`config.mk`:
```
export PLATFORM = sky130hd
export DESIGN_NAME = vram_scan_arbiter_flat
export DESIGN_NICKNAME = d
export VERILOG_FILES = /design/src/rtl/vram_scan_arbiter_if.sv /design/src/rtl/vram_scan_arbiter.sv /design/src/flat_wrapper.sv
export SDC_FILE = /design/constraint.sdc
export NUM_CORES = 1
export LEC_CHECK = 0
export ABC_AREA = 1
export CAP_MARGIN = 10
export CORE_ASPECT_RATIO = 1.75
export CORE_UTILIZATION = 50
export DETAILED_ROUTE_END_ITERATION = 8
export PLACE_DENSITY_LB_ADDON = 0.25
export SYNTH_ARGS = -nofsm -noshare
export SYNTH_HDL_FRONTEND = slang
export SYNTH_SLANG_ARGS = --single-unit
```
`constraint.sdc`:
```
create_clock -name i_clk_in -period 4.1 [get_ports i_clk_in]
set_clock_uncertainty 0.2 [all_clocks]
set_input_delay 0.82 -clock i_clk_in [delete_from_list [all_inputs] [get_ports i_clk_in]]
set_output_delay 0.82 -clock i_clk_in [all_outputs]
set_load 0.05 [all_outputs]
```
`src/rtl/vram_scan_arbiter_if.sv`:
```
// vram_scan_arbiter_if: bundle of timing, writer, VRAM and DAC signals around vram_scan_arbiter
//   slave  : arbiter side (takes blank/sync/writer/rdata, drives ack/VRAM/DAC)
//   master : environment side (counters, pixel writer, VRAM model, DAC)
interface vram_scan_arbiter_if #(
  parameter int ADDR_W = 19,
  parameter int DATA_W = 6
);
  logic              active_low_hblank;
  logic              active_low_vblank;
  logic              active_low_hsync;
  logic              active_low_vsync;
  logic              wr_req;
  logic [ADDR_W-1:0] wr_addr;
  logic [DATA_W-1:0] wr_data;
  logic              wr_ack;
  logic [ADDR_W-1:0] mem_addr;
  logic [DATA_W-1:0] mem_wdata;
  logic              mem_we;
  logic [DATA_W-1:0] mem_rdata;
  logic [DATA_W-1:0] pix_out;
  logic              hsync_out;
  logic              vsync_out;
  modport slave (
    input  active_low_hblank, active_low_vblank, active_low_hsync, active_low_vsync,
    input  wr_req, wr_addr, wr_data, mem_rdata,
    output wr_ack, mem_addr, mem_wdata, mem_we, pix_out, hsync_out, vsync_out
  );
  modport master (
    output active_low_hblank, active_low_vblank, active_low_hsync, active_low_vsync,
    output wr_req, wr_addr, wr_data, mem_rdata,
    input  wr_ack, mem_addr, mem_wdata, mem_we, pix_out, hsync_out, vsync_out
  );
endinterface

```
`src/rtl/vram_scan_arbiter.sv`:
```
// vram_scan_arbiter: shares a single-port VRAM between display scan-out and a blanking-only pixel writer
//   i_clk_in           : pixel clock, all logic on posedge
//   i_active_low_reset : synchronous active-low reset
//   io_bus             : counters (blank/sync), writer handshake, VRAM port, DAC pixel and delayed syncs
module vram_scan_arbiter #(
  parameter int H_ACTIVE = 800,
  parameter int V_ACTIVE = 600,
  parameter int ADDR_W   = 19,
  parameter int DATA_W   = 6
) (
  input logic           i_clk_in,
  input logic           i_active_low_reset,
  vram_scan_arbiter_if.slave io_bus
);
  localparam logic [ADDR_W-1:0] LAST = ADDR_W'(H_ACTIVE * V_ACTIVE - 1);
  typedef enum logic [1:0] {ST_SCAN, ST_BLANK, ST_WRITE} state_t;
  state_t            r_state, w_next;
  logic [ADDR_W-1:0] r_ptr, r_mem_addr;
  logic [DATA_W-1:0] r_mem_wdata, r_pix;
  logic              r_mem_we, r_wr_ack;
  logic [1:0]        r_hs, r_vs;
  logic              w_active;
  assign w_active = io_bus.active_low_hblank & io_bus.active_low_vblank;
  // a write cycle is always followed by a non-write cycle so the writer can drop/advance its request
  always_comb begin
    w_next = ST_BLANK;
    w_next = w_active ? ST_SCAN : (io_bus.wr_req && r_state != ST_WRITE) ? ST_WRITE : ST_BLANK;
  end
  always_ff @(posedge i_clk_in)
    r_state <= !i_active_low_reset ? ST_BLANK : w_next;
  always_ff @(posedge i_clk_in) begin
    if (!i_active_low_reset) begin
      r_ptr       <= '0;
      r_mem_addr  <= '0;
      r_mem_wdata <= '0;
      r_mem_we    <= 1'b0;
      r_wr_ack    <= 1'b0;
      r_pix       <= '0;
      r_hs        <= 2'b11;
      r_vs        <= 2'b11;
    end else begin
      r_mem_we <= w_next == ST_WRITE;
      r_wr_ack <= w_next == ST_WRITE;
      if (w_next == ST_SCAN) r_mem_addr <= r_ptr;
      else if (w_next == ST_WRITE) begin
        r_mem_addr  <= io_bus.wr_addr;
        r_mem_wdata <= io_bus.wr_data;
      end
      // vertical blanking realigns the scan pointer to the top of the frame
      r_ptr <= !io_bus.active_low_vblank ? '0 :
               (w_next == ST_SCAN) ? ((r_ptr == LAST) ? '0 : r_ptr + 1'b1) : r_ptr;
      // read data belongs to the address presented in the cycle that just ended
      r_pix <= (r_state == ST_SCAN) ? io_bus.mem_rdata : '0;
      r_hs  <= {r_hs[0], io_bus.active_low_hsync};
      r_vs  <= {r_vs[0], io_bus.active_low_vsync};
    end
  end
  assign io_bus.mem_addr  = r_mem_addr;
  assign io_bus.mem_wdata = r_mem_wdata;
  assign io_bus.mem_we    = r_mem_we;
  assign io_bus.wr_ack    = r_wr_ack;
  assign io_bus.pix_out   = r_pix;
  assign io_bus.hsync_out = r_hs[1];
  assign io_bus.vsync_out = r_vs[1];
endmodule

```
`src/flat_wrapper.sv`:
```
// flat-port wrapper written by rule: the top's interface ports become plain ports
module vram_scan_arbiter_flat 
#(
  parameter int H_ACTIVE = 800,
  parameter int V_ACTIVE = 600,
  parameter int ADDR_W   = 19,
  parameter int DATA_W   = 6
)
  (i_clk_in, i_active_low_reset, io_bus_active_low_hblank, io_bus_active_low_vblank, io_bus_active_low_hsync, io_bus_active_low_vsync, io_bus_wr_req, io_bus_wr_addr, io_bus_wr_data, io_bus_mem_rdata, io_bus_wr_ack, io_bus_mem_addr, io_bus_mem_wdata, io_bus_mem_we, io_bus_pix_out, io_bus_hsync_out, io_bus_vsync_out);
  vram_scan_arbiter_if #(.ADDR_W(ADDR_W), .DATA_W(DATA_W)) io_bus_i ();
  input logic i_clk_in;
  input logic i_active_low_reset;
  input wire logic [$bits(io_bus_i.active_low_hblank)-1:0] io_bus_active_low_hblank;
  input wire logic [$bits(io_bus_i.active_low_vblank)-1:0] io_bus_active_low_vblank;
  input wire logic [$bits(io_bus_i.active_low_hsync)-1:0] io_bus_active_low_hsync;
  input wire logic [$bits(io_bus_i.active_low_vsync)-1:0] io_bus_active_low_vsync;
  input wire logic [$bits(io_bus_i.wr_req)-1:0] io_bus_wr_req;
  input wire logic [$bits(io_bus_i.wr_addr)-1:0] io_bus_wr_addr;
  input wire logic [$bits(io_bus_i.wr_data)-1:0] io_bus_wr_data;
  input wire logic [$bits(io_bus_i.mem_rdata)-1:0] io_bus_mem_rdata;
  output wire logic [$bits(io_bus_i.wr_ack)-1:0] io_bus_wr_ack;
  output wire logic [$bits(io_bus_i.mem_addr)-1:0] io_bus_mem_addr;
  output wire logic [$bits(io_bus_i.mem_wdata)-1:0] io_bus_mem_wdata;
  output wire logic [$bits(io_bus_i.mem_we)-1:0] io_bus_mem_we;
  output wire logic [$bits(io_bus_i.pix_out)-1:0] io_bus_pix_out;
  output wire logic [$bits(io_bus_i.hsync_out)-1:0] io_bus_hsync_out;
  output wire logic [$bits(io_bus_i.vsync_out)-1:0] io_bus_vsync_out;
  assign io_bus_i.active_low_hblank = io_bus_active_low_hblank;
  assign io_bus_i.active_low_vblank = io_bus_active_low_vblank;
  assign io_bus_i.active_low_hsync = io_bus_active_low_hsync;
  assign io_bus_i.active_low_vsync = io_bus_active_low_vsync;
  assign io_bus_i.wr_req = io_bus_wr_req;
  assign io_bus_i.wr_addr = io_bus_wr_addr;
  assign io_bus_i.wr_data = io_bus_wr_data;
  assign io_bus_i.mem_rdata = io_bus_mem_rdata;
  assign io_bus_wr_ack = io_bus_i.wr_ack;
  assign io_bus_mem_addr = io_bus_i.mem_addr;
  assign io_bus_mem_wdata = io_bus_i.mem_wdata;
  assign io_bus_mem_we = io_bus_i.mem_we;
  assign io_bus_pix_out = io_bus_i.pix_out;
  assign io_bus_hsync_out = io_bus_i.hsync_out;
  assign io_bus_vsync_out = io_bus_i.vsync_out;
  vram_scan_arbiter #(.H_ACTIVE(H_ACTIVE), .V_ACTIVE(V_ACTIVE), .ADDR_W(ADDR_W), .DATA_W(DATA_W)) u_core (.i_clk_in(i_clk_in), .i_active_low_reset(i_active_low_reset), .io_bus(io_bus_i));
endmodule
```
* Yosys cells after proc, flatten, opt, wreduce, memory -nomap -nowiden
Index checks and enable logic that the tools add are counted.
** Cells by class
- Add/subtract/negate cells :: 1
- Eq/ne operators :: 3
- Mux-type cells :: 5
- Bitwise logic cells :: 2
- Reduce and logical (&&, ||, !) cells :: 7
** Operators with widths (count)
- 19-bit 2-to-1 mux :: 3
- 19-bit by 1-bit adder with 19-bit output (second input constant) :: 1
- 19-bit equality test (second input constant) :: 1
- 2-bit AND reduction :: 3
- 2-bit logical NOT :: 2
- 2-bit 2-to-1 mux :: 2
- 2-bit equality test (second input constant) :: 1
- 2-bit != test (second input constant) :: 1
- 2-bit nonzero test :: 1
- 1-bit bitwise AND :: 1
- 1-bit logical AND :: 1
- 1-bit inverter :: 1
** Storage, ports and cells
- Bits in registers :: 57
- Bits of input ports :: 38
- Output and inout bits :: 35

* Depth between registers and ports, before layout
Gate-level depths: netlist of run 1.
- Depth after elaboration :: 7
- Depth in mapped cells :: 9
- Depth with buffers taken out :: 9

* Worst setup path before layout of run 1
No wires, ideal clock.
- Path kind :: register to output
- Start :: reg u_core.r_state[1] (netlist name)
- End :: out io_bus_wr_ack
- Arrival :: 0.933 ns
- Required time :: 3.080 ns
- Path slack :: 2.147 ns
- Cell stages (with the launch flop) :: 2
- Path buffers :: 1
- Cells stage by stage :: dfxtp_1 buf_4
** RTL lines
- to (decl) :: line flat_wrapper.sv:21 : output wire logic [$bits(io_bus_i.wr_ack)-1:0] io_bus_wr_ack;

* Worst setup path in the final report of run 1
- Start :: in io_bus_active_low_hblank
- End :: reg u_core.r_mem_addr[7], in the netlist u_core.io_bus.mem_addr[7]
** Between the ends
- Word-level cells in the longest chain between the ends :: 4
** RTL lines
- from (decl) :: line flat_wrapper.sv:13 : input wire logic [$bits(io_bus_i.active_low_hblank)-1:0] io_bus_active_low_hblank;
- 1-bit bitwise AND (*) :: line vram_scan_arbiter.sv:23 : assign w_active = io_bus.active_low_hblank & io_bus.active_low_vblank;
- 2-bit 2-to-1 mux (*) :: line vram_scan_arbiter.sv:27 : w_next = w_active ? ST_SCAN : (io_bus.wr_req && r_state != ST_WRITE) ? ST_WRITE : ST_BLANK;
- 2-bit equality test / 2-bit logical NOT (equally long branches) :: line vram_scan_arbiter.sv:45, vram_scan_arbiter.sv:44
- 2-bit nonzero test (no source line) / 19-bit 2-to-1 mux (equally long branches)
- to (signal assigned) :: line vram_scan_arbiter.sv:44 : if (w_next == ST_SCAN) r_mem_addr <= r_ptr;
- to (signal assigned) :: line vram_scan_arbiter.sv:46 : r_mem_addr <= io_bus.wr_addr;
- to (decl) :: line vram_scan_arbiter.sv:18 : logic [ADDR_W-1:0] r_ptr, r_mem_addr;
Mark *: on every way between the ends. The rest lies on a longest branch, timed or not.
A chain may end at the register's enable or synchronous reset.

==> impl_metrics.json, run 1 <==
{
  "largest_net_degree_at_the_start_of_global_routing": 32,
  "design.core.area_um2": 4707,
  "synth_seq_area_share_pct": 45.57,
  "synth.cells.most_frequent": "nand2_1 (102), dfxtp_1 (56), nor2_1 (41)",
  "cts_buffers": 5,
  "post_dp_cell_area_um2": 3193,
  "hp-start": "u_core.r_vs[0]",
  "worst_ir_drop_vdd_uv": 317.3,
  "drtPass1Iterations": 4,
  "dieWidth_um": 55.02,
  "worst_min_delay_path_class": "flop to flop",
  "buffer_ports.inserted": 72,
  "internal_power_uw": 873.7,
  "critical-path-slowest-cell": "a21oi_2",
  "asyncSetResetFlopFracSynth_pct": 0,
  "post_cts.repair.setup_buffers": 0,
  "maxClockFrequency_mhz": 391.0,
  "first_global_vias": 2104,
  "die-area_um2": 5215,
  "synth_top_cells_by_area": "dfxtp_1 (46%), nand2_1 (16%), nor2_1 (6.3%)",
  "antenna_found_initial": 0,
  "power_leakage_uw": 0.001233,
  "fillers": 413,
  "critical-path-top-delay-family": "compound AO/OA/AOI/OAI gates",
  "cap_viol_max_count": 0,
  "clkLatencyLatePin_ns": 0.30,
  "num_antenna_cells": 0,
  "leading_cell_type_by_number_of_instances_after_synthesis": "nand2_1",
  "synth_cell_types": 35,
  "slowest_delay_ns": 0.66,
  "relative_max_transition_margin_pct": 41.59,
  "mappedNetlistArea_um2": 2460,
  "h-tree-depth": 2,
  "synth_top_area_share_pct": 45.57,
  "vias_per_cell": 5.087,
  "floorplan.initialDensity_pct": 52.26,
  "setup.worst_path.end_class": "flop",
  "critical_path.startpoint": "io_bus_active_low_hblank",
  "seq_power_share_pct": 49.5,
  "grt_usage_pct": 23.34,
  "hold_violations": 0,
  "postSynthRegisterBits": 56,
  "worst-endpoint-arrival_ns": 2.58,
  "synth.largest_area_cell": "dfxtp_1",
  "netlist_instances": 336,
  "worst_setup_path_start_kind": "input pin",
  "die_height_um": 94.79,
  "design_power_total_uw": 1151,
  "postCtsResizedCells": 0,
  "drt-total-wl_um": 5746,
  "clockBufferDepth": 2,
  "hpwl_um": 4377,
  "synth.net_count": 375,
  "clkSlewWorstSetupHoldPaths_ns": 0.09,
  "netSwitchingFraction_pct": 24.11,
  "first_iter_violations": 54,
  "syn_to_layout_area_delta_pct": 35.05,
  "post-route-util_pct": 70.57,
  "final.min_clock_period_ns": 2.558,
  "power_density_nw_per_um2": 346.6,
  "num-nets-final": 445,
  "power_switching_uw": 277.6,
  "pre_cts_slack_ns": 1.238,
  "tritoncts": "built",
  "layout-drive-gt1-share_pct": 10.10,
  "clock_tree_root_buffer_cell": "clkbuf_8",
  "fin_ws_ns": 1.542,
  "outcome": "finished clean",
  "power_frac_comb_pct": 15.4,
  "path_buf_inv": 2,
  "ys_warn_count": 0,
  "edff_count_synth": 0,
  "drt.antenna.violating_nets": 0,
  "cp_data_required_time_ns": 4.13,
  "cts_hold_bufs": 0,
  "num_rows": 33,
  "timing.critical_path.fanout_max": 20,
  "power.clock.fraction_pct": 35.1,
  "timing_worst_setup_path_type": "input pin to flop",
  "detail_route.drc_violations": 0,
  "grt.overflow.total": 0,
  "finalSetupViolCount": 0,
  "gpl.final_weighted_congestion": 0.9058,
  "ys.flop_type": "dfxtp_1",
  "wire_per_inst_um": 12.55,
  "grt_pass1_wl_um": 8935,
  "syn_avg_cell_area_um2": 7.321,
  "setup_tns_ns": 0,
  "report.final.slew_viol_count": 0,
  "routed-via-count": 2330,
  "post-route-period-util_pct": 62.38,
  "floorplan.io_pins": 73,
  "final_cell_area_um2": 3322,
  "rr_startpoint": "u_core.r_state[1]",
  "cts_sink_cnt": 56,
  "cp_cell_instances": "clkdlybuf4s50_1 -> nand2_4 -> inv_4 -> a21oi_2 -> nand2_1 -> a21oi_1",
  "worstMarginPinSlew_ns": 0.8762,
  "setup_repair_after_global_routing_missed_its_margin": "no"
}
[metrics by stage]
step / cells / hold WS, ns
6_report: 458 / 0.2268
5_1_grt: 458 / 0.2419
4_1_cts: 458 / 0.2288
3_5_place_dp: 451 / 0.2067
3_3_place_gp: 451 / 0.1937
2_1_floorplan: 336 / 0.1925
[power by group through the flow]
| stage | clock [uW] | sequential [uW] | combinational [uW] |
|---|---|---|---|
| 2_1_floorplan | 0 | 638 | 48.1 |
| 3_3_place_gp | 0 | 582 | 176 |
| 3_5_place_dp | 0 | 583 | 178 |
| 4_1_cts | 415 | 570 | 179 |
| 5_1_grt | 432 | 573 | 191 |
| 6_report | 404 | 570 | 177 |
[cell usage in the layout (no fill, tap or decap), types with 5 or more instances in the layout]
master             n
nor2_1            41
nand3_1           12
inv_1             28
clkdlybuf4s50_1   72
clkbuf_8           5
a21oi_1           13
dfxtp_1           56
nor2_2             7
inv_2              6
a31oi_1           17
nand2_1          102
[layout make-up]
cell class,count,area [um2],share of cell area [%]
tap,52,65.06,1.959
clock inverter,2,60.06,1.808
sequential,56,1121,33.75
multi-input combinational,234,1141,34.35
inverter,37,145.1,4.369
timing repair buffer,72,720.7,21.69
clock buffer,5,68.82,2.072
[registers in the layout, indices dropped and copies added (netlist names)]
name,count
u_core.io_bus.mem_addr,19
u_core.r_ptr,19
u_core.io_bus.mem_wdata,6
u_core.io_bus.pix_out,6
u_core.r_hs,2
u_core.r_state,2
u_core.r_vs,2
[per-layer routing]
layer  track usage [%]  up-vias  part of all wire, %
met5                 0        -                    0
met3             4.831       13                  5.6
met1             24.16     1048                   39
li1                  -     1201                    -
met4             9.583        0                  2.6
met2             42.67       68                   53
[cells by family (layout without fill, tap and decap cells)]
family,Yosys count,after routing,share of synthesized area (%)
simple gates,189,189,34.69
flops,56,56,45.57
buf+inv,46,116,8.036
compound gates,39,39,9.410
xor+xnor,5,5,1.781
fa+ha+maj,1,1,0.5086
[final timing paths]
path | cells past startpoint | to | slack (ns)
max | 6 | u_core.io_bus.mem_addr[7] | 1.54
min | 1 | u_core.r_vs[1] | 0.23
max reg2reg | 4 | u_core.io_bus.mem_addr[7] | 2.30
min reg2reg | 1 | u_core.r_vs[1] | 0.23
No activity file was read; power rests on OpenSTA's default activity.
==> run 2, diff against run 1 <==
--- a/config.mk
+++ b/config.mk
@@ -8,7 +8,7 @@
 export ABC_AREA = 1
 export CAP_MARGIN = 10
 export CORE_ASPECT_RATIO = 1.75
-export CORE_UTILIZATION = 50
+export CORE_UTILIZATION = 47
 export DETAILED_ROUTE_END_ITERATION = 8
 export PLACE_DENSITY_LB_ADDON = 0.25
 export SYNTH_ARGS = -nofsm -noshare
==> constraint.sdc (replaced) <==
create_clock -name i_clk_in -period 2.6 [get_ports i_clk_in]
set_clock_uncertainty 0.2 [all_clocks]
set_input_delay 0.52 -clock i_clk_in [delete_from_list [all_inputs] [get_ports i_clk_in]]
set_output_delay 0.52 -clock i_clk_in [all_outputs]
set_load 0.05 [all_outputs]
==> impl_metrics.json, run 2 (same netlist as run 1, synthesis figures left out) <==
{
  "outcome": "finished with violations",
  "violated_checks": "DRC",
  "worst_ir_drop_vdd_uv": 378.0,
  "setup.worst_path.end_class": "primary output",
  "first_iter_violations": 103,
  "cts_buffers": 5,
  "seq_power_share_pct": 54.0,
  "clockBufferDepth": 2,
  "timing_worst_setup_path_type": "flop to primary output",
  "h-tree-depth": 2,
  "clkLatencyLatePin_ns": 0.32,
  "die-area_um2": 5538,
  "cts_sink_cnt": 56,
  "grt_usage_pct": 23.58,
  "num_rows": 34,
  "dieWidth_um": 56.69,
  "drt-total-wl_um": 6064,
  "worst-r2r-setup-slack_ns": 0.85,
  "power_density_nw_per_um2": 504.8,
  "layout.cells.most_common_list": "nand2_1 (102), clkdlybuf4s50_1 (72), dfxtp_1 (56)",
  "floorplan.io_pins": 73,
  "final.min_clock_period_ns": 2.232,
  "design_power_total_uw": 1666,
  "critical-path-top-delay-family": "buffers and inverters",
  "routed-via-count": 2372,
  "buffer_ports.inserted": 72,
  "tritoncts": "built",
  "num_antenna_cells": 0,
  "worstMarginPinSlew_ns": 0.8869,
  "report.final.slew_viol_count": 0,
  "detail_route.drc_violations": 20,
  "antenna_found_initial": 0,
  "cap_viol_max_count": 0,
  "floorplan.initialDensity_pct": 49.00,
  "num-nets-final": 447,
  "worst_setup_path_start_kind": "flop",
  "design.core.area_um2": 5020,
  "netSwitchingFraction_pct": 28.32,
  "worst_min_delay_path_class": "flop to flop",
  "vias_per_cell": 5.123,
  "slowest_delay_ns": 0.82,
  "seqCellArea_um2": 1121,
  "clock_tree_root_buffer_cell": "clkbuf_8",
  "power_leakage_uw": 0.001220,
  "cp_data_required_time_ns": 1.88,
  "setup_tns_ns": 0,
  "clkSlewWorstSetupHoldPaths_ns": 0.10,
  "gpl.final_weighted_congestion": 0.9166,
  "grt.overflow.total": 0,
  "largest_net_degree_at_the_start_of_global_routing": 32,
  "internal_power_uw": 1194,
  "power_frac_comb_pct": 17.1,
  "die_height_um": 97.70,
  "worst-endpoint-arrival_ns": 1.51,
  "path_buf_inv": 1,
  "final_common_cell": "nand2_1",
  "area_of_the_multi_input_gates_um2": 1141,
  "finalSetupViolCount": 0,
  "maxClockFrequency_mhz": 448.0,
  "postCtsResizedCells": 0,
  "drtPass1Iterations": 6,
  "timing.critical_path.fanout_max": 4,
  "first_global_vias": 2381,
  "drt.antenna.violating_nets": 0,
  "hold_violations": 0,
  "power.clock.fraction_pct": 28.9,
  "hpwl_um": 4518,
  "relative_max_transition_margin_pct": 40.81,
  "grt_pass1_wl_um": 10320,
  "power_switching_uw": 471.7,
  "wire_per_inst_um": 13.10,
  "fillers": 446,
  "layout-drive-gt1-share_pct": 10.51,
  "post_cts.repair.setup_buffers": 0,
  "critical-path-slowest-cell": "clkdlybuf4s50_1",
  "post-route-period-util_pct": 85.85,
  "syn_to_layout_area_delta_pct": 34.13,
  "setup_repair_after_global_routing_missed_its_margin": "no",
  "cts_hold_bufs": 0,
  "cp_cell_instances": "clkdlybuf4s50_1"
}
-- run 2: power by group through the flow --
stage / clock network (uW) / logic [uW] / registers, uW
after floorplan: 0 / 75.8 / 1010
after global placement: 0 / 283 / 918
after detailed placement: 0 / 285 / 919
after CTS: 489 / 287 / 899
after global routing: 519 / 303 / 903
final: 482 / 285 / 899
-- run 2: path summary, 6_finish.rpt --
path                          start          endpoint  depth (start not counted)
setup / recovery  u_core.r_state[1]     io_bus_mem_we                          1
hold / removal       u_core.r_vs[0]    u_core.r_vs[1]                          1
setup reg to reg    u_core.r_ptr[0]  u_core.r_ptr[18]                          8
hold reg to reg      u_core.r_vs[0]    u_core.r_vs[1]                          1
-- run 2: final cells by class --
type,instances,share of cell area [%]
Clock inverter,2,0.4930
Multi-Input combinational cell,234,34.58
Sequential cell,56,33.98
Timing Repair Buffer,74,22.30
Tap cell,54,2.048
Clock buffer,6,2.199
Inverter,37,4.399
-- run 2: per-layer routing --
metal | up-vias | global-route usage [%] | share of wire, %
met1 | 1089 | 23.65 | 39
met3 | 14 | 3.462 | 3.8
li1 | 1208 | - | -
met4 | 0 | 12.69 | 3.0
met2 | 61 | 44.78 | 54
met5 | - | 0 | 0
-- run 2: through the flow --
step	hold WS, ns	worst slack, ns	util, %	cell area (um2)	std cells
floorplan	0.1925	0.8979	-	2460	336
global placement	0.1942	0.2833	63.96	3211	455
detailed placement	0.2036	0.2250	63.96	3211	455
CTS	0.2274	0.3683	65.73	3299	463
global route	0.2373	0.3010	65.73	3299	463
finish	0.2248	0.3679	65.73	3299	463
==> run 3, diff against run 2 <==
--- a/config.mk
+++ b/config.mk
@@ -8,7 +8,9 @@
 export ABC_AREA = 1
 export CAP_MARGIN = 10
 export CORE_ASPECT_RATIO = 1.75
-export CORE_UTILIZATION = 47
+export CORE_MARGIN = 2
+export CORE_UTILIZATION = 42
+export CTS_CLUSTER_DIAMETER = 120
 export DETAILED_ROUTE_END_ITERATION = 8
 export PLACE_DENSITY_LB_ADDON = 0.25
 export SYNTH_ARGS = -nofsm -noshare
==> constraint.sdc (replaced) <==
create_clock -name i_clk_in -period 1.85 [get_ports i_clk_in]
set_clock_uncertainty 0.2 [all_clocks]
set_input_delay 0.37 -clock i_clk_in [delete_from_list [all_inputs] [get_ports i_clk_in]]
set_output_delay 0.37 -clock i_clk_in [all_outputs]
set_load 0.05 [all_outputs]
==> impl_metrics.json, run 3 (same netlist as run 1, synthesis figures left out) <==
{
  "outcome": "finished clean",
  "drtPass1Iterations": 4,
  "floorplan.io_pins": 73,
  "floorplan.initialDensity_pct": 43.69,
  "grt_usage_pct": 21.44,
  "vias_per_cell": 4.873,
  "tritoncts": "built",
  "grt.overflow.total": 0,
  "first_global_vias": 2468,
  "dieWidth_um": 61.85,
  "cts_sink_cnt": 56,
  "cp_num_cells": 9,
  "setup_repair_after_global_routing_missed_its_margin": "no",
  "final_common_cell": "nand2_1",
  "clock_tree_root_buffer_cell": "clkbuf_8",
  "power_leakage_uw": 0.001445,
  "stdcell_count": 511,
  "worst_setup_path_start_kind": "input pin",
  "h-tree-depth": 2,
  "clkSlewWorstSetupHoldPaths_ns": 0.09,
  "largest_net_degree_at_the_start_of_global_routing": 19,
  "cap_viol_max_count": 0,
  "hpwl_um": 5195,
  "maxClockFrequency_mhz": 590.9,
  "reg2reg_to": "u_core.r_ptr[18]",
  "die-area_um2": 6509,
  "setup.worst_path.end_class": "flop",
  "worst-r2r-setup-slack_ns": 0.16,
  "gpl.final_weighted_congestion": 0.9323,
  "drt-total-wl_um": 6446,
  "design.core.area_um2": 5630,
  "post-route-period-util_pct": 91.48,
  "clockBufferDepth": 2,
  "grt_pass1_wl_um": 10600,
  "finalSetupViolCount": 0,
  "setup.worst_path.end": "u_core.r_ptr[15]",
  "worst-r2r-cell-count": 8,
  "syn_to_layout_area_delta_pct": 41.91,
  "power_density_nw_per_um2": 679.3,
  "timing.critical_path.fanout_max": 6,
  "drt.antenna.violating_nets": 0,
  "cts_buffers": 5,
  "final.min_clock_period_ns": 1.692,
  "num-nets-final": 473,
  "antenna_found_initial": 0,
  "die_height_um": 105.2,
  "worst_min_delay_path_class": "flop to flop",
  "layout-drive-gt1-share_pct": 24.14,
  "critical_path.startpoint": "io_bus_active_low_vblank",
  "num_rows": 36,
  "critical-path-top-delay-family": "simple AND/OR/NAND/NOR gates",
  "detail_route.drc_violations": 0,
  "hold_violations": 0,
  "num_antenna_cells": 0,
  "fin_ws_ns": 0.1577,
  "rr_startpoint": "u_core.r_ptr[0]",
  "hp-start": "u_core.r_vs[0]",
  "place_inst": 502,
  "wire_per_inst_um": 12.61,
  "slowest_delay_ns": 0.52,
  "worstMarginPinSlew_ns": 0.2967,
  "pre_cts_slack_ns": -0.1804,
  "cp_cell_instances": "clkdlybuf4s50_1 -> nand2_4 -> nor2_2 -> nand2_2 -> nor2_4 -> nand3_1 -> nand2_1 -> inv_1 -> nor2_1",
  "relative_max_transition_margin_pct": 80.07,
  "critical-path-slowest-cell": "clkdlybuf4s50_1",
  "post-route-util_pct": 62.00,
  "worst_ir_drop_vdd_uv": 367.0,
  "clkLatencyLatePin_ns": 0.32,
  "cp_data_required_time_ns": 1.90,
  "design_power_total_uw": 2371,
  "layout.cells.most_common_list": "nand2_1 (102), buf_4 (59), dfxtp_1 (56)",
  "worst-endpoint-arrival_ns": 1.74,
  "timing_worst_setup_path_type": "input pin to flop",
  "path_buf_inv": 2,
  "first_iter_violations": 99,
  "buffer_ports.inserted": 72,
  "routed-via-count": 2490,
  "report.final.slew_viol_count": 0
}
run 3: cell types whose count changed in the layout (fill, tap and decap cells not counted), sizes merged:
cell and delta:
buf +61, clkdlybuf4s50 -36, clkinv +1, clkinvlp -1
dlymetal6s2s +1
run 3: repair_timing:
| item | in CTS | in global routing |
|---|---|---|
| setup buffers | 0 | 1 |
| hold buffers | 0 | 0 |
| setup endpoints to repair | 0 | 1 |
| resized for setup | 0 | 1 |
| endpoints found under the hold margin | 0 | 0 |
run 3: area by class of cell:
type	count	area, um2
Fill cell	532	2140
Clock inverter	2	10.01
Sequential cell	56	1121
Inverter	37	145.1
Clock buffer	6	82.58
Multi-Input combinational cell	234	1141
Tap cell	76	95.09
Timing Repair Buffer	100	895.9
run 3: through the flow:
stage / hold WS, ns / TNS [ns] / area, um2
final: 0.2203 / 0 / 3491
after global routing: 0.2301 / 0 / 3491
after CTS: 0.2234 / 0 / 3481
after detailed placement: 0.2013 / -3.144 / 3388
after global placement: 0.1949 / -2.376 / 3388
after floorplan: 0.1925 / 0 / 2460
run 3: report_power, final:
part           internal [uW]  switching [uW]  leakage [uW]  total, uW
Clock                    299             383     0.0000510        682
Sequential              1240            19.0      0.000457       1260
Combinational            182             243      0.000937        425
Total                   1730             645       0.00144       2370
run 3: worst min path at each step:
stage / end / slack, ns / depth (start not counted)
3_5_place_dp: u_core.r_vs[1] / 0.20 / 1
3_3_place_gp: u_core.r_hs[1] / 0.19 / 1
5_1_grt: u_core.r_vs[1] / 0.23 / 1
4_1_cts: u_core.r_vs[1] / 0.22 / 1
6_report: u_core.r_vs[1] / 0.22 / 1
2_1_floorplan: u_core.r_hs[1] / 0.19 / 1
run 3: layer usage:
layer / vias to the layer above / wire [um] / GRT usage, %
met3: 12 / 321 / 4.663
met4: 0 / 179 / 10.33
met1: 1158 / 2340 / 20.80
met5: - / 0 / 0
met2: 59 / 3605 / 39.55
li1: 1261 / - / -
==> patch: new RTL, config.mk and constraints of run 1 <==
Register the output `io_bus.hsync_out`, without a reset; this adds one clock of latency there.
--- a/src/rtl/vram_scan_arbiter.sv
+++ b/src/rtl/vram_scan_arbiter.sv
@@ -61,5 +61,7 @@
   assign io_bus.wr_ack    = r_wr_ack;
   assign io_bus.pix_out   = r_pix;
-  assign io_bus.hsync_out = r_hs[1];
+  always_ff @(posedge i_clk_in) begin
+    io_bus.hsync_out <= r_hs[1];
+  end
   assign io_bus.vsync_out = r_vs[1];
 endmodule
Check against the original RTL: not equivalent (a bounded check fails within 4 cycles, from zero or initial values and one cycle with i_active_low_reset low).
==> patch against run 1 <==
Synthesized area grew 0.81%; non-clock buffer count did not move; first-iteration DRC count rose by 89%; register-to-register slack got worse by 50 ps; hold slack worse by 99 ps; largest power group unchanged; routed wire length up 7.0%; worst setup slack got worse by 5.1 ps; via count rose by 3.2%; total power increased by 13%; final area grew 3.0%; utilization increased by 2.1 points; global-route usage up 1.5 points; sequential cell count up 1; count of clock-buffer cells in the layout up 9.
==> patch: results (changes against run 1) <==
GRT
------------------------------------------------------------------------------
Total routing usage reported by global routing                           24.8%   +1.5 points
Overflow after GRT                                                           0   unchanged
Wire length of the first global-routing pass                          10200 um   +14%
Pin count of the biggest net entering global routing                        32   unchanged
Vias in the first global route                                            2343   +11%
Antenna violations before repair                                             0   unchanged

MIN PATH
------------------------------------------------------------------------------
Class of the worst hold path                                           reg2reg

SETUP PATH
------------------------------------------------------------------------------
Delay contributed by the slowest stage of the critical path             820 ps   +160 ps
Critical path's slowest cell                                      clkdlybuf4s50_1
Endpoint arrival time on the critical path                             1540 ps   -1040 ps
Top fanout value on the critical path                                        4   -80%
Critical path's top delay family                                  buffers and inverters

DETAILED ROUTING
------------------------------------------------------------------------------
Count of TritonRoute iterations in the first routing pass                    4   unchanged
Wire length after detailed routing                                     6150 um   +7.0%
DRC violation total after the first TritonRoute iteration                  102   +89%
Drt via density                                                           5.14   +1.0%

CTS
------------------------------------------------------------------------------
Post-cts gate resize count                                                   0   unchanged
Total setup buffers inserted after CTS                                       0   unchanged
Clock latency reported for the late side of the worst-skew pair         330 ps   +30 ps
Cell at the root of the clock tree                                    clkbuf_8
H-tree lvl count                                                             3   +1
Number of buffers created by CTS                                             9   +4
Clock Pin Slew Worst Setup and Hold Paths                                60 ps   -30 ps
Buffer levels on the longest clock path                                      2   unchanged

POWER
------------------------------------------------------------------------------
Worst vdd ir                                                          0.259 mV   -18%
Static Leakage                                                         1.28 nW   +4.1%

YOSYS
------------------------------------------------------------------------------
Synth warn                                                                   0   unchanged
Number of nets in the synthesized netlist                                  376   +0.27%
Predominant post-synthesis flop cell                                   dfxtp_1
Synth area leaders                                                dfxtp_1 (46%), nand2_1 (15%), nor2_1 (6.2%)
Netlist cell types                                                          35   unchanged
Post-synth top cells                                              nand2_1 (102), dfxtp_1 (57), nor2_1 (41), inv_1 (28), a31oi_1 (17)
Synth async-reset ratio                                                     0%   unchanged
Sequential share of the synthesized area                                 46.0%   +0.44 points

PLACE
------------------------------------------------------------------------------
Dpl hpwl                                                               4590 um   +4.9%
Final weighted congestion in routability-driven placement                0.937   +3.5%
PortBufs                                                                    72   unchanged
Setup WS pre-CTS                                                       1230 ps   -4.76 ps

TIMING
------------------------------------------------------------------------------
Least-Margin Pin Slew                                                   887 ps   +10.7 ps

OUTCOME
------------------------------------------------------------------------------
Status                                                               completed

CELLS AND AREA
------------------------------------------------------------------------------
Net count reported at finish                                               450   +1.1%
Layout cell share with drive strength beyond 1                           11.5%   +1.4 points
Antenna cells                                                                0   unchanged

==> patch: cell types whose count changed after synthesis, sizes merged <==
| cell | run 1 | this run |
|---|---|---|
| dfxtp | 56 | 57 |
==> patch: cell families after synthesis <==
logic type	count (synthesis)	share of synthesized area, %
flip-flops	57	46.0
adder cells (fa/ha/maj)	1	0.504
XOR/XNOR	5	1.77
AND/OR/NAND/NOR	189	34.4
AO/OA/AOI/OAI	39	9.33
buffers and inverters	46	7.97
==> patch: power breakdown <==
group | leakage (nW) | internal, W | total [W] | switching, W
Combinational | 0.712 | 0.0000719 | 0.000179 | 0.000107
Clock | 0.107 | 0.000330 | 0.000544 | 0.000214
Sequential | 0.465 | 0.000573 | 0.000581 | 0.00000882
Total | 1.28 | 0.000974 | 0.00130 | 0.000330
==> patch: path summary, 6_finish.rpt <==
| kind | startpoint | end | slack, ps | cells past startpoint |
|---|---|---|---|---|
| max reg2reg | u_core.r_state[1]$_SDFF_PN0_ | u_core.io_bus.mem_addr[7]$_SDFFE_PN0P_ | 2250 | 4 |
| max | u_core.r_state[1]$_SDFF_PN0_ | io_bus_wr_ack | 1540 | 1 |
| min reg2reg | u_core.r_hs[1]$_SDFF_PN1_ | u_core.io_bus.hsync_out$_DFF_P_ | 130 | 0 |
| min | u_core.r_hs[1]$_SDFF_PN1_ | u_core.io_bus.hsync_out$_DFF_P_ | 130 | 0 |
==> patch: metrics by stage <==
stage / instance area [um^2] / instances
after floorplan: 2480 / 337
after global placement: 3210 / 452
after detailed placement: 3210 / 452
after CTS: 3420 / 468
after global routing: 3420 / 468
final: 3420 / 468
==> patch: routing by layer <==
layer	up-vias	GRT usage, %	share of wire [%]
met2	75	47.0	53
li1	1219	-	-
met1	1092	24.0	38
met3	19	7.06	5.7
met4	0	12.9	3.3
met5	-	0	0
==> patch: layout make-up <==
type                       instances  area (um^2)
clock inverter                     2         35.0
fill                             393         1290
sequential                        57         1140
tap                               52         65.1
inverter                          37          145
timing repair buffer              72          721
multi-input combinational        234         1140
clock buffer                      14          173
==> patch: worst reg2reg max path, stage by stage, from the launching register on <==
cell     delay (ps)
dfxtp_1         390
nand2_1         140
a21oi_2         730
nand2_1         140
a21oi_1         170
